## src/rtl/ps2_key_decoder.sv

```systemverilog
// rtl/ps2_key_decoder.sv - PS/2 key events to held game-control levels and a timed coin pulse
module ps2_key_decoder #(
  parameter int COIN_CYCLES = 2400000,
  parameter int CNT_W       = 22
) (
  input  logic        clk_sys,
  input  logic        reset_n,
  input  logic [10:0] ps2_key,
  output logic        joy_up,
  output logic        joy_down,
  output logic        joy_left,
  output logic        joy_right,
  output logic        fire,
  output logic        start1,
  output logic        start2,
  output logic        coin,
  output logic        key_stb,
  output logic [9:0]  key_last
);

  logic             tog_q;
  logic             evt;
  logic             pressed;
  logic             ext;
  logic [7:0]       code;
  logic             up_raw, dn_raw, lt_raw, rt_raw;
  logic             last_dn, last_rt;
  logic             fire_l, fire_r;
  logic             start1_q, start2_q;
  logic [CNT_W-1:0] coin_cnt;

  assign evt     = ps2_key[10] != tog_q;
  assign pressed = ps2_key[9];
  assign ext     = ps2_key[8];
  assign code    = ps2_key[7:0];

  // With both raw bits held, last_* selects the most recently pressed direction.
  assign joy_up    = up_raw & (~dn_raw | ~last_dn);
  assign joy_down  = dn_raw & (~up_raw |  last_dn);
  assign joy_left  = lt_raw & (~rt_raw | ~last_rt);
  assign joy_right = rt_raw & (~lt_raw |  last_rt);
  assign fire      = fire_l | fire_r;
  assign start1    = start1_q;
  assign start2    = start2_q;
  assign coin      = coin_cnt != '0;

  always_ff @(posedge clk_sys) begin
    tog_q <= ps2_key[10];
    if (!reset_n) begin
      key_stb  <= 1'b0;
      key_last <= '0;
      up_raw   <= 1'b0;
      dn_raw   <= 1'b0;
      lt_raw   <= 1'b0;
      rt_raw   <= 1'b0;
      last_dn  <= 1'b0;
      last_rt  <= 1'b0;
      fire_l   <= 1'b0;
      fire_r   <= 1'b0;
      start1_q <= 1'b0;
      start2_q <= 1'b0;
      coin_cnt <= '0;
    end else begin
      key_stb <= evt;
      if (coin_cnt != '0)
        coin_cnt <= coin_cnt - CNT_W'(1);
      if (evt) begin
        key_last <= ps2_key[9:0];
        if (ext) begin
          // Only a fresh press claims "last pressed", so typematic repeats change nothing.
          case (code)
            8'h75: begin
              if (pressed && !up_raw) last_dn <= 1'b0;
              up_raw <= pressed;
            end
            8'h72: begin
              if (pressed && !dn_raw) last_dn <= 1'b1;
              dn_raw <= pressed;
            end
            8'h6B: begin
              if (pressed && !lt_raw) last_rt <= 1'b0;
              lt_raw <= pressed;
            end
            8'h74: begin
              if (pressed && !rt_raw) last_rt <= 1'b1;
              rt_raw <= pressed;
            end
            8'h14:   fire_r <= pressed;
            default: ;
          endcase
        end else begin
          case (code)
            8'h14: fire_l   <= pressed;
            8'h16: start1_q <= pressed;
            8'h1E: start2_q <= pressed;
            8'h2E: begin
              // A running pulse is neither restarted nor extended.
              if (pressed && coin_cnt == '0)
                coin_cnt <= CNT_W'(COIN_CYCLES);
            end
            default: ;
          endcase
        end
      end
    end
  end

endmodule

```

## config.mk

```make
export PLATFORM = sky130hd
export DESIGN_NAME = ps2_key_decoder
export DESIGN_NICKNAME = d
export VERILOG_FILES = /design/src/rtl/ps2_key_decoder.sv
export SDC_FILE = /design/constraint.sdc
export NUM_CORES = 1
export LEC_CHECK = 0
export ABC_AREA = 1
export CORE_AREA = 2 2 78 65
export CTS_CLUSTER_DIAMETER = 120
export DETAILED_ROUTE_END_ITERATION = 16
export DIE_AREA = 0 0 80 67
export PLACE_DENSITY_LB_ADDON = 0.15
export SLEW_MARGIN = 20
export SYNTH_ARGS = -nofsm -noshare
export SYNTH_HDL_FRONTEND = slang
export SYNTH_SLANG_ARGS = --single-unit
```

## constraint.sdc

```tcl
create_clock -name clk_sys -period 1.7 [get_ports clk_sys]
set_input_delay 0.34 -clock clk_sys [delete_from_list [all_inputs] [get_ports clk_sys]]
set_output_delay 0.34 -clock clk_sys [all_outputs]
set_load 0.005 [all_outputs]
```

==> run_results.csv, run 1 <==
group,metric,value,unit
floorplan,fp.coreArea,4514,sq um
final_layout,fin_area,3242,sq um
timing,setup_slack,102.9,ps
worst_setup_path,crit_family,"simple AND/OR/NAND/NOR gates",
final_layout,diodes,0,
routing,dr.pass1.iters,5,
place,dp_slack,-197.4,ps
power_and_ir_drop,leakage,1.662,nW
cts,numCtsBuffers,5,
worst_setup_path,path_cells,"inv_2, ha_2, buf_4, buf_4, nand2_1, nor2_4, inv_1, nor2_4, nand3_4, nand3_2, nand2_1, inv_1",
worst_setup_path,crit_cells,12,
final_layout,multi_input_area,1364,sq um
logic_synthesis,syn_area,2414,sq um
routing,vias_per_cell,5.025,
global_routing,antenna_found_initial,0,
cts,clock-sinks,44,
logic_synthesis,async_reset_ff_share,0,%
timing,fmax,626.2,MHz
place,port_buffers,31,
worst_setup_path,crit_path_end,"coin_cnt[15]",
final_layout,fillers,387,
logic_synthesis,yosys.area.top_type,"dfxtp_1",
worst_setup_path,path_class,"reg2reg",
logic_synthesis,synth-simple-area-share,40.90,%
logic_synthesis,synth_top_area_share,36.50,%
routing,vias,2563,
cts,cts_tree,"done",
logic_synthesis,synth-compound-area-share,9.331,%
logic_synthesis,seq_area_frac_synth,36.50,%
floorplan,die_h,67,um
timing,fin_hold_ws,468.1,ps
logic_synthesis,ys_types,29,
global_routing,grt_max_degree,21,
timing,worstMarginPinSlew,754.3,ps
cts,path_clk_slew,80,ps
worst_setup_path,reg2reg_to,"coin_cnt[15]",
worst_setup_path,cp_num_buf_inv,5,
global_routing,grt_pass1_vias,2301,
timing,hold_viol,0,
status,outcome,"finished clean",
final_layout,ff_latch_area,885.9,sq um
logic_synthesis,synth.most_common_cell,"nand2_1",
logic_synthesis,synth-xor-area-share,2.540,%
timing,max_slew_margin,49.66,%
routing,wl,6286,um
floorplan,start_util,53.46,%
logic_synthesis,synthMuxAreaShare,0,%
routing,drc,0,
floorplan,rows,22,
cts,clock_latency,290,ps
timing,drv_slew,0,
final_layout,fin_cells,510,
timing,fin_tns_setup,0,ps
power_and_ir_drop,power,5.724,mW
timing,setup_viol,0,
timing,min_period_over_period,93.94,%
place,place_hpwl,4756,um
place,dpl-instance-area,3060,sq um
global_routing,grt_pass1_wl,10380,um
global_routing,grt-ovfl-total,0,
hold_path,hp-class,"reg2reg",
worst_setup_path,slowest_stage,"dfxtp_1",
worst_setup_path,reg2reg_from,"coin_cnt[1]",
cts,cts_root_buf,"clkbuf_8",
floorplan,die_width,80,um
worst_setup_path,start_kind,"register",
global_routing,grt.total_usage,24.69,%
logic_synthesis,ys_top_cells_by_area,"dfxtp_1 (36%), nand2_1 (13%), nor2_1 (12%)",
place,place_inst,499,
floorplan,die_area,5360,sq um
logic_synthesis,avgSynthCellArea,6.436,sq um
timing,period_minus_slack,1597,ps
routing,drtAntennaViolNets,0,
worst_setup_path,reg2reg_depth,12,
place,gp_congestion,0.9064,
logic_synthesis,netlist_top_cells_count,"nand2_1 (81), nor2_1 (80), inv_1 (54), dfxtp_1 (44), nand3_1 (26)",
hold_path,hold_start,"coin_cnt[0]",
power_and_ir_drop,p_per_area,1766,nW/um^2
cts,clock_path_buffers,2,
worst_setup_path,rrSetupSlack,100,ps
timing,fin_worst_skew,2.481,ps
worst_setup_path,worstPathRequired,1940,ps
routing,wl_per_cell,12.33,um
cts,cts_hold_buf,0,
worst_setup_path,cp-end-kind,"register",
final_layout,layout.nets,464,
worst_setup_path,crit_path_max_fanout,4,
routing,drt_iter0_drc,165,
logic_synthesis,synth_fa_ha_area_share,1.037,%
worst_setup_path,cpPeakStageDelay,320,ps
logic_synthesis,synth-edff-count,0,
logic_synthesis,yosysWarnings,0,
final_layout,layout-drive-gt1-share,18.67,%
logic_synthesis,synth_top_family_by_area,"simple AND/OR/NAND/NOR gates",
cts,h-tree-depth,2,
logic_synthesis,syn_nets,390,
logic_synthesis,ys_ff_latch,44,
job,maxCapViolCount,0,
logic_synthesis,dominantRegCellSynth,"dfxtp_1",
worst_setup_path,crit_start,"coin_cnt[1]",
worst_setup_path,crit_arrival,1830,ps
floorplan,io_pins,32,
final_layout,fin_util,71.81,%
final_layout,syn2layout_area_growth,34.32,%
logic_synthesis,syn_inst,375,
power_and_ir_drop,peakVddDrop,1.046,mV
repair_timing:
item,in CTS,in global routing
gates resized for setup,8,20
setup buffers,1,1
cloned,0,1
pin swaps,2,4
setup endpoints to repair,3,21
worst min-delay path by stage:
stage	endpoint	cells after the start
floorplan	tog_q	0
global placement	start1	2
detailed placement	start1	2
CTS	start1	2
global route	up_raw	2
finish	coin_cnt[0]	2
logic make-up (layout without fill, tap and decap cells):
group / Yosys count / after routing
simple gates: 221 / 222
buf+inv: 60 / 134
flops: 44 / 44
compound gates: 41 / 41
xor+xnor: 7 / 7
fa+ha+maj: 2 / 2
power by group:
part,internal [mW],total [mW],switching (mW)
Sequential,1.29,1.53,0.235
Combinational,1.46,3.53,2.07
Clock,0.324,0.666,0.342
Total,3.08,5.72,2.65
flip-flops by register name (all words and copies together) (netlist names):
name and count:
lt_raw 1, fire_l 1, last_dn 1, key_stb 1, key_last 10, coin_cnt 22
up_raw 1, dn_raw 1, fire_r 1, rt_raw 1, last_rt 1, start2 1
tog_q 1, start1 1
cell usage in the layout (no fill, tap or decap), types with 5 or more instances in the layout:
cell type / netlist / routed
nand4_1: 5 / 5
dfxtp_1: 44 / 40
clkbuf_8: 0 / 6
nor2_2: 7 / 6
a21oi_1: 16 / 16
nor2_1: 80 / 77
nand3_1: 26 / 24
nor2_4: 1 / 5
nand2_1: 81 / 78
inv_1: 54 / 52
o21ai_0: 15 / 15
nand2_2: 4 / 7
buf_4: 0 / 41
clkdlybuf4s50_1: 0 / 25
a211oi_1: 5 / 5
layout make-up:
| type | count | share of cell area [%] |
|---|---|---|
| Clock buffer | 6 | 2.547 |
| Clock inverter | 2 | 0.3088 |
| Sequential cell | 44 | 27.33 |
| Timing Repair Buffer | 72 | 19.18 |
| Tap cell | 60 | 2.316 |
| Inverter | 54 | 6.252 |
| Multi-Input combinational cell | 272 | 42.07 |
routing by layer:
metal	track usage, %	part of all wire (%)	vias up
met3	4.607	4.7	6
met2	37.81	44	58
li1	-	-	1320
met5	0	0	-
met4	5.297	0.86	0
met1	35.96	50	1179
worst reg2reg max path, cell delays in order (launching register included):
cell and delay (ps):
dfxtp_1 320, inv_2 60, ha_2 170, buf_4 100, buf_4 90, nand2_1 80, nor2_4 150, inv_1 90
nor2_4 170, nand3_4 120, nand3_2 80, nand2_1 50, inv_1 60
Note: power is estimated with default switching activity, not from simulation.
==> inputs of run 2 (changes only) <==
--- a/config.mk
+++ b/config.mk
@@ -6,10 +6,10 @@
 export NUM_CORES = 1
 export LEC_CHECK = 0
 export ABC_AREA = 1
-export CORE_AREA = 2 2 78 65
+export CORE_AREA = 2 2 75 63
 export CTS_CLUSTER_DIAMETER = 120
 export DETAILED_ROUTE_END_ITERATION = 16
-export DIE_AREA = 0 0 80 67
+export DIE_AREA = 0 0 77 65
 export PLACE_DENSITY_LB_ADDON = 0.15
 export SLEW_MARGIN = 20
 export SYNTH_ARGS = -nofsm -noshare
==> constraint.sdc (replaced) <==
create_clock -name clk_sys -period 2 [get_ports clk_sys]
set_input_delay 0.4 -clock clk_sys [delete_from_list [all_inputs] [get_ports clk_sys]]
set_output_delay 0.4 -clock clk_sys [all_outputs]
set_load 0.005 [all_outputs]
==> run_results.csv, run 2 (synthesis results as in run 1) <==
group,metric,value,unit
status,outcome,"finished clean",
timing,setup_viol,0,
final_layout,final_common_cell,"nand2_1",
cts,path_clk_slew,80,ps
worst_setup_path,cp_num_buf_inv,2,
worst_setup_path,path_class,"reg2out",
final_layout,final_cell_mix,"nand2_1 (81), nor2_1 (78), inv_1 (54), dfxtp_1 (44), clkdlybuf4s50_1 (30)",
hold_path,holdPathStages,2,
worst_setup_path,crit_path_max_fanout,3,
final_layout,layout-drive-gt1-share,9.091,%
place,dpl-instance-area,2850,sq um
power_and_ir_drop,p_sw_share,47.06,%
routing,vias,2438,
floorplan,rows,22,
cts,clock_path_buffers,2,
timing,fin_tns_setup,0,ps
cts,h-tree-depth,2,
floorplan,die_area,5005,sq um
final_layout,ff_latch_area,880.8,sq um
power_and_ir_drop,peakVddDrop,0.7737,mV
timing,setup_slack,70.47,ps
hold_path,hold_start,"key_last[9]",
cts,cts_resized,3,
cts,cts_hold_buf,0,
final_layout,fin_area,2949,sq um
place,place_hpwl,4394,um
routing,drc,0,
power_and_ir_drop,pwr-share-comb,58.9,%
floorplan,die_h,65,um
cts,numCtsBuffers,5,
worst_setup_path,reg2reg_from,"coin_cnt[0]",
cts,cts_tree,"done",
floorplan,start_util,55.49,%
floorplan,fp.coreArea,4349,sq um
worst_setup_path,crit_family,"buffers and inverters",
power_and_ir_drop,leakage,1.413,nW
global_routing,grt-ovfl-total,0,
final_layout,top_register,"coin_cnt",
worst_setup_path,cp-end-kind,"primary output",
cts,cts_setup_buffers,0,
final_layout,diodes,0,
power_and_ir_drop,power.internal,2.348,mW
floorplan,die_width,77,um
power_and_ir_drop,p_per_area,1504,nW/um^2
global_routing,grt.total_usage,24.29,%
global_routing,grt_pass1_vias,2233,
place,port_buffers,31,
place,dp_slack,66.40,ps
routing,vias_per_cell,5.100,
worst_setup_path,worstPathRequired,1600,ps
power_and_ir_drop,clkPwrFrac,11.7,%
floorplan,io_pins,32,
hold_path,hp-class,"reg2reg",
routing,dr.pass1.iters,5,
worst_setup_path,start_kind,"register",
worst_setup_path,crit_path_end,"coin",
worst_setup_path,cpPeakStageDelay,330,ps
worst_setup_path,rrSetupSlack,310,ps
final_layout,reg_top3,"coin_cnt: 22 flops, key_last: 10 flops",
final_layout,layout.nets,433,
timing,fin_worst_skew,5.502,ps
final_layout,fillers,420,
timing,min_period_over_period,96.48,%
power_and_ir_drop,power,4.434,mW
worst_setup_path,slowest_stage,"dfxtp_1",
worst_setup_path,reg2reg_depth,12,
final_layout,largest_register_ffs,22,
worst_setup_path,path_cells,"inv_1, ha_4, nand3_1, nor2_2, nand3_2, dlygate4sd2_1",
final_layout,multi_input_area,1321,sq um
place,gp_congestion,0.9148,
timing,fmax,518.3,MHz
job,maxCapViolCount,0,
worst_setup_path,crit_cells,6,
global_routing,grt_pass1_wl,9763,um
global_routing,grt_max_degree,21,
timing,drv_slew,0,
final_layout,fin_cells,478,
routing,wl,5770,um
power_and_ir_drop,p_seq_share,29.5,%
routing,drtAntennaViolNets,0,
cts,cts_root_buf,"clkbuf_8",
routing,wl_per_cell,12.07,um
worst_setup_path,crit_arrival,1530,ps
cts,clock_latency,280,ps
final_layout,syn2layout_area_growth,22.19,%
place,place_inst,471,
worst_setup_path,reg2reg_to,"coin_cnt[12]",
routing,drt_iter0_drc,154,
worst_setup_path,crit_start,"coin_cnt[1]",
global_routing,antenna_found_initial,0,
cts,clock-sinks,44,
timing,period_minus_slack,1930,ps
power_and_ir_drop,netSwitchingPower,2.087,mW
timing,hold_viol,0,
timing,worstMarginPinSlew,723.4,ps
timing,max_slew_margin,51.72,%
==> run 2: changes by cell type in the layout (fill, tap and decap cells not counted), sizes merged <==
cell           before  now
clkdlybuf4s50      25   30
nand3              30   29
dlymetal6s2s        4    0
clkinv              2    1
buf                41   11
clkbuf              7    6
==> run 2: worst min-delay path by stage <==
stage               slack [ps]           to
floorplan                  430        tog_q
global placement           450       start1
detailed placement         450       start1
CTS                        470       start1
global route               480       start1
finish                     470  key_last[9]
==> run 2: per-stage QoR <==
stage	hold slack, ps	util, %
after global placement	450.8	65.54
final	469.2	67.81
after floorplan	427.7	-
after detailed placement	453.6	65.54
after CTS	465.8	67.46
after global routing	484.6	67.81
==> run 2: area by class of cell <==
class                      instances  area share [%]
timing repair buffer              42           13.28
multi-input combinational        271           44.80
sequential                        44           29.87
tap                               60           2.546
inverter                          54           6.873
clock buffer                       6           2.461
clock inverter                     1          0.1697
==> run 2: power groups by stage <==
stage / sequential [mW] / clock [mW] / combinational, mW
finish: 1.31 / 0.517 / 2.61
global route: 1.33 / 0.570 / 2.97
CTS: 1.30 / 0.526 / 2.54
floorplan: 1.26 / 0 / 1.95
detailed placement: 1.31 / 0 / 2.53
global placement: 1.31 / 0 / 2.49
==> run 2: tightest hold or removal path: stages, from the launching register on <==
cell,delay [ps]
dfxtp_1,310
nand2_1,60
a21oi_1,50
==> run 2: layer usage <==
metal | vias up | track usage [%] | share of wire, %
li1 | 1263 | - | -
met1 | 1081 | 34.54 | 49
met2 | 86 | 36.95 | 42
met3 | 8 | 5.850 | 7.8
met4 | 0 | 6.473 | 0.83
met5 | - | 0 | 0
==> inputs of run 3 (changes only) <==
--- a/config.mk
+++ b/config.mk
@@ -8,10 +8,10 @@
 export ABC_AREA = 1
 export CORE_AREA = 2 2 75 63
 export CTS_CLUSTER_DIAMETER = 120
+export CTS_CLUSTER_SIZE = 10
 export DETAILED_ROUTE_END_ITERATION = 16
 export DIE_AREA = 0 0 77 65
 export PLACE_DENSITY_LB_ADDON = 0.15
-export SLEW_MARGIN = 20
 export SYNTH_ARGS = -nofsm -noshare
 export SYNTH_HDL_FRONTEND = slang
 export SYNTH_SLANG_ARGS = --single-unit
==> results of run 3 <==
Same layout as run 2: the final DEF is identical, and so are final timing and power.
